==> config.mk <==
export PLATFORM = sky130hd
export DESIGN_NAME = sar_multich_sequencer
export DESIGN_NICKNAME = d
export VERILOG_FILES = /design/src/rtl/sar_multich_sequencer.sv
export SDC_FILE = /design/constraint.sdc
export NUM_CORES = 1
export LEC_CHECK = 0
export ABC_CLOCK_PERIOD_IN_PS = 3500
export BUFFER_PORTS_ARGS = -buffer_cell sky130_fd_sc_hd__buf_4
export CAP_MARGIN = 20
export CORE_UTILIZATION = 55
export CTS_CLUSTER_DIAMETER = 200
export DETAILED_ROUTE_END_ITERATION = 8
export PLACE_DENSITY = 0.84
export SLEW_MARGIN = 20
export SYNTH_ARGS = -nofsm -noshare
export SYNTH_HDL_FRONTEND = slang
export SYNTH_SLANG_ARGS = --single-unit
export TNS_END_PERCENT = 100
==> constraint.sdc <==
create_clock -name clk -period 3.5 [get_ports clk]
set_clock_uncertainty 0.1 [all_clocks]
set_input_delay 0.7 -clock clk [delete_from_list [all_inputs] [get_ports clk]]
set_output_delay 0.7 -clock clk [all_outputs]
set_load 0.05 [all_outputs]
==> src/rtl/sar_multich_sequencer.sv <==
// sar_multich_sequencer
//   Multi-channel successive-approximation ADC controller. Scans the enabled
//   analog mux channels in ascending order. Each channel first gets a mux settle
//   phase, then a WIDTH-step binary search against an external comparator.
//   Scanning can be one-shot or continuous, and can be aborted at any time.
//
// Ports
//   clk, reset     system clock; synchronous active-high reset
//   start          1-cycle scan request, honoured only in idle
//   continuous     rescan after the last channel while high
//   abort          return to idle next cycle, discarding any in-flight result
//   ch_mask        enabled channels, captured at start and at every scan wrap
//   comparator     1 = analog input >= dac_code (used on tick cycles only)
//   dac_code       trial code driven to the DAC
//   mux_sel        analog mux channel select
//   busy           high outside idle
//   sample_valid   1-cycle pulse, sample_data/sample_ch valid
//   sample_data    converted code, held until the next sample_valid
//   sample_ch      channel of sample_data
//   scan_done      1-cycle pulse with the last channel's sample_valid
module sar_multich_sequencer #(
  parameter int unsigned WIDTH         = 8,
  parameter int unsigned NUM_CH        = 4,
  parameter int unsigned SETTLE_CYCLES = 5000,
  localparam int unsigned CH_W         = (NUM_CH > 1) ? $clog2(NUM_CH) : 1
) (
  input  logic              clk,
  input  logic              reset,
  input  logic              start,
  input  logic              continuous,
  input  logic              abort,
  input  logic [NUM_CH-1:0] ch_mask,
  input  logic              comparator,
  output logic [WIDTH-1:0]  dac_code,
  output logic [CH_W-1:0]   mux_sel,
  output logic              busy,
  output logic              sample_valid,
  output logic [WIDTH-1:0]  sample_data,
  output logic [CH_W-1:0]   sample_ch,
  output logic              scan_done
);

  localparam int unsigned CNT_W = $clog2(SETTLE_CYCLES);
  localparam int unsigned IDX_W = $clog2(WIDTH);

  typedef enum logic [1:0] {StIdle, StSettle, StTrial, StStore} state_e;

  state_e             state_q, state_d;
  logic [CNT_W-1:0]   cnt_q, cnt_d;
  logic [IDX_W-1:0]   idx_q, idx_d;
  logic [WIDTH-1:0]   dac_q, dac_d;
  logic [CH_W-1:0]    mux_q, mux_d;
  logic [NUM_CH-1:0]  mask_q, mask_d;
  logic [WIDTH-1:0]   data_q, data_d;
  logic [CH_W-1:0]    ch_q, ch_d;

  logic               tick;
  logic [CH_W-1:0]    first_ch;
  logic [CH_W-1:0]    next_ch;
  logic               has_next;
  logic [IDX_W-1:0]   idx_m1;

  assign tick   = (cnt_q == CNT_W'(SETTLE_CYCLES - 1));
  assign idx_m1 = idx_q - IDX_W'(1);

  // first_ch: lowest enabled channel of the live mask (capture points).
  // next_ch: lowest captured channel above the current one.
  always_comb begin
    first_ch = '0;
    next_ch  = '0;
    has_next = 1'b0;
    for (int i = NUM_CH - 1; i >= 0; i--) begin
      if (ch_mask[i]) first_ch = CH_W'(i);
      if (mask_q[i] && (i > int'(mux_q))) begin
        has_next = 1'b1;
        next_ch  = CH_W'(i);
      end
    end
  end

  always_comb begin
    state_d      = state_q;
    cnt_d        = cnt_q;
    idx_d        = idx_q;
    dac_d        = dac_q;
    mux_d        = mux_q;
    mask_d       = mask_q;
    data_d       = data_q;
    ch_d         = ch_q;
    sample_valid = 1'b0;
    scan_done    = 1'b0;

    if (state_q != StIdle) cnt_d = tick ? '0 : cnt_q + CNT_W'(1);

    unique case (state_q)
      StIdle: begin
        if (start && (|ch_mask)) begin
          mask_d  = ch_mask;
          mux_d   = first_ch;
          dac_d   = '0;
          cnt_d   = '0;
          state_d = StSettle;
        end
      end
      StSettle: begin
        dac_d = '0;
        if (tick) begin
          dac_d   = {1'b1, {(WIDTH - 1){1'b0}}};
          idx_d   = IDX_W'(WIDTH - 1);
          state_d = StTrial;
        end
      end
      StTrial: begin
        if (tick) begin
          if (!comparator) dac_d[idx_q] = 1'b0;
          if (idx_q != '0) begin
            dac_d[idx_m1] = 1'b1;
            idx_d         = idx_m1;
          end else begin
            state_d = StStore;
          end
        end
      end
      StStore: begin
        sample_valid = 1'b1;
        data_d       = dac_q;
        ch_d         = mux_q;
        cnt_d        = '0;
        dac_d        = '0;
        if (has_next) begin
          mux_d   = next_ch;
          state_d = StSettle;
        end else begin
          scan_done = 1'b1;
          if (continuous && (|ch_mask)) begin
            mask_d  = ch_mask;
            mux_d   = first_ch;
            state_d = StSettle;
          end else begin
            state_d = StIdle;
          end
        end
      end
      default: state_d = StIdle;
    endcase

    // Abort overrides everything above, including this cycle's result pulse.
    if (abort) begin
      state_d      = StIdle;
      dac_d        = '0;
      cnt_d        = '0;
      data_d       = data_q;
      ch_d         = ch_q;
      sample_valid = 1'b0;
      scan_done    = 1'b0;
    end
  end

  always_ff @(posedge clk) begin
    if (reset) begin
      state_q <= StIdle;
      cnt_q   <= '0;
      idx_q   <= '0;
      dac_q   <= '0;
      mux_q   <= '0;
      mask_q  <= '0;
      data_q  <= '0;
      ch_q    <= '0;
    end else begin
      state_q <= state_d;
      cnt_q   <= cnt_d;
      idx_q   <= idx_d;
      dac_q   <= dac_d;
      mux_q   <= mux_d;
      mask_q  <= mask_d;
      data_q  <= data_d;
      ch_q    <= ch_d;
    end
  end

  // The result is presented during the STORE cycle itself, straight from the
  // converged trial code, and is registered for holding afterwards.
  assign dac_code    = dac_q;
  assign mux_sel     = mux_q;
  assign busy        = (state_q != StIdle);
  assign sample_data = sample_valid ? dac_q : data_q;
  assign sample_ch   = sample_valid ? mux_q : ch_q;

endmodule

==> run metrics <==
result of the run=completed; width of the die=64.7 µm; detailed-route vias per instance=5.80; clk root buf=clkbuf_8; Min-Delay Endpoint=data_q[0]; Mean Syn Cell Area=7.95 µm²; final-report hold violation count=0; maximum level of the CTS H-tree=2; type of destination of the critical path=output port; total length of routed wires=4670 µm; synthesized flop and latch total=41; wire length per cell=13.3 µm; count of mapped cells out of synthesis=272; initial antenna violation count=0; post-cts hold buffer count=0; Final Cell Area=2510 µm²; worst slew slack as a fraction of its limit=37.7%; Net Count, Synth=289; die outline area=4190 µm²; cell count of the worst hold path=2; post-layout utilization of the core=67.7%; count of synthesis-stage warnings from yosys=0; vias in the first global route=1,752; Pins Over Slew Limit=0; placer congestion estimate=0.947; Yosys top cell area share=37.9%; Bufs on Longest Clock Path=2; Port Buf Inserts=32; count of maximum capacitance violations=0; antenna-violating nets left=0; worst-case hold slack=367 ps; number of placement rows=22; height of the die=64.7 µm; Num CTS Buffers=5; total power density per cell area=347 nW/µm²; Period Utilization, post-route=81.0%; PostCTS Resize Cnt=0; type of the worst setup path=flip-flop to output port; area growth from synthesis to layout=16.3%; register-to-register setup slack=880 ps; grt ovf=0; # DRC=0; final-report setup violation count=0; total via count in the routed design=2,035; clock slew at reported path FFs=80 ps; actual slew at the worst max-slew pin=911 ps; reported leakage power=0.000972 µW; net count of the finished layout=319; worst endpoint data arrival time=2030 ps; Required @ worst endpoint=2700 ps; depth of the most critical reg-to-reg path=6; maximum fanout along the worst path=12; aggregate global-route resource usage=24.4%; sink count of the clock tree=41; cell accounting for the most synthesized area=dfxtp_1; Post-DP Area=2430 µm²; maximum clock rate=353 MHz; count of inserted antenna diode cells=0; most area-consuming cells after synthesis=dfxtp_1 (38%), nand2_1 (7.3%), a21oi_1 (5.1%), nor2_1 (4.7%), ha_1 (4.0%); sum of net half-perimeters after detailed placement=3480 µm; DRC violation total after the first TritonRoute iteration=169; count of flip-flops with a built-in enable after synthesis=0; startpoint of the tightest hold check path=data_q[0]; sort of element at the start of the critical path=flip-flop; share of cells above drive strength 1=15.8%; share of flip-flops with an asynchronous set or reset after synthesis=0%; mapped cell area=2160 µm²; clk_lat worst skew=300 ps; launch point of the worst reg-to-reg path=cnt_q[0]; prevailing post-synth register cell=dfxtp_1; time the worst path needs with I/O delays and setup=2830 ps; RSZ-0062 raised after global routing=no; Initial Utilization=58.2%; maximum number of pins on one net before global-route repair=23; Tightest Hold Check Type=flip-flop to flip-flop; number of setup buffers added after CTS=0; setup TNS=0 ps; router iterations before antenna repair=4; first-pass GRT wire length=8000 µm; peak ir drop on the vdd network=0.000286 V; count of unique library cells instantiated by Yosys=46; number of I/O pins=33; area of the core region=3720 µm²; worst r2r dst=dac_code[6]; sequential cell area fraction in the yosys report=37.9%; CTS tree=done
==> cells by family (layout without fill, tap and decap cells) <==
group	count (synthesis)	after routing	share of synthesized area, %
AOI/OAI and AO/OA	70	70	21.5
xor gates and xnor gates	9	9	3.64
adders and majority gates	7	7	4.05
buffers and inverters	20	51	3.53
DFF	41	41	37.9
muxes	4	4	1.91
and+or+nand+nor	121	121	27.4
==> per-layer routing <==
layer / vias to the layer above / track usage, % / part of all wire, %
met5: - / 0 / 0
li1: 1032 / - / -
met3: 9 / 5.11 / 4.6
met2: 51 / 40.1 / 47
met1: 943 / 30.7 / 46
met4: 0 / 10.0 / 2.0
==> synthesized netlist by cell type, drive strengths merged (6+ instances only) <==
cell type,number
nand2,42
dfxtp,41
nor2,28
a21oi,22
o21ai,12
nand3,11
inv,10
clkbuf,9
nand2b,9
a31oi,8
ha,7
o211ai,6
==> layout by cell type (no fill, tap or decap), types with 3 or more instances in the layout <==
cell | netlist | layout
nor2_1 | 27 | 27
mux2i_1 | 3 | 3
xnor2_1 | 4 | 4
dfxtp_1 | 41 | 41
nor3_1 | 5 | 5
a31oi_1 | 8 | 8
inv_1 | 10 | 10
clkbuf_8 | 0 | 5
buf_4 | 0 | 33
o21ai_0 | 8 | 8
nand4_1 | 5 | 5
or3_1 | 5 | 5
nand4b_1 | 3 | 3
nand2_1 | 42 | 42
o31ai_1 | 3 | 3
nand3_1 | 11 | 11
xor2_1 | 5 | 5
o21ai_1 | 4 | 4
ha_1 | 7 | 7
nand2b_1 | 9 | 9
a211oi_1 | 5 | 5
a21oi_1 | 22 | 22
o211ai_1 | 6 | 6
==> through the flow <==
| stage | total power (µW) | worst slack, ps | cells |
|---|---|---|---|
| 2_1_floorplan | 554 | 578 | 272 |
| 3_3_place_gp | 583 | 848 | 343 |
| 3_5_place_dp | 584 | 825 | 343 |
| 4_1_cts | 878 | 659 | 351 |
| 5_1_grt | 907 | 439 | 351 |
| 6_report | 873 | 665 | 351 |
==> state kept, by name, indices dropped and copies added, names as in the netlist <==
signal,count
dac_code,8
ch_q,2
mux_sel,2
state_q,2
data_q,8
idx_q,3
mask_q,3
cnt_q,13
==> worst max-delay path, cell delays in order (launching register included) <==
cell and delay [ps]:
dfxtp_1 400, ha_1 310, nand2b_1 280, inv_1 350
and3_1 210, buf_4 190
==> power by group <==
part	switching [µW]	leakage, µW	internal, µW
Sequential	8.72	0.000331	473
Combinational	58.1	0.000596	34.4
Clock	161	0.0000450	138
Total	228	0.000972	646
==> layout make-up <==
class / instances / area, µm²
tap: 48 / 60.1
clock inverter: 2 / 10.0
clock buffer: 6 / 72.6
inverter: 10 / 37.5
timing repair buffer: 33 / 248
fill: 320 / 1200
sequential: 41 / 821
multi-input combinational: 211 / 1270
==> worst max-delay path by stage <==
stage	slack (ps)	endpoint	start
detailed placement	830	scan_done	abort
global placement	850	scan_done	abort
floorplan	580	scan_done	abort
finish	670	scan_done	state_q[1]
global route	440	sample_data[6]	state_q[0]
CTS	660	scan_done	state_q[1]
Power figures use the tool's default switching activity.
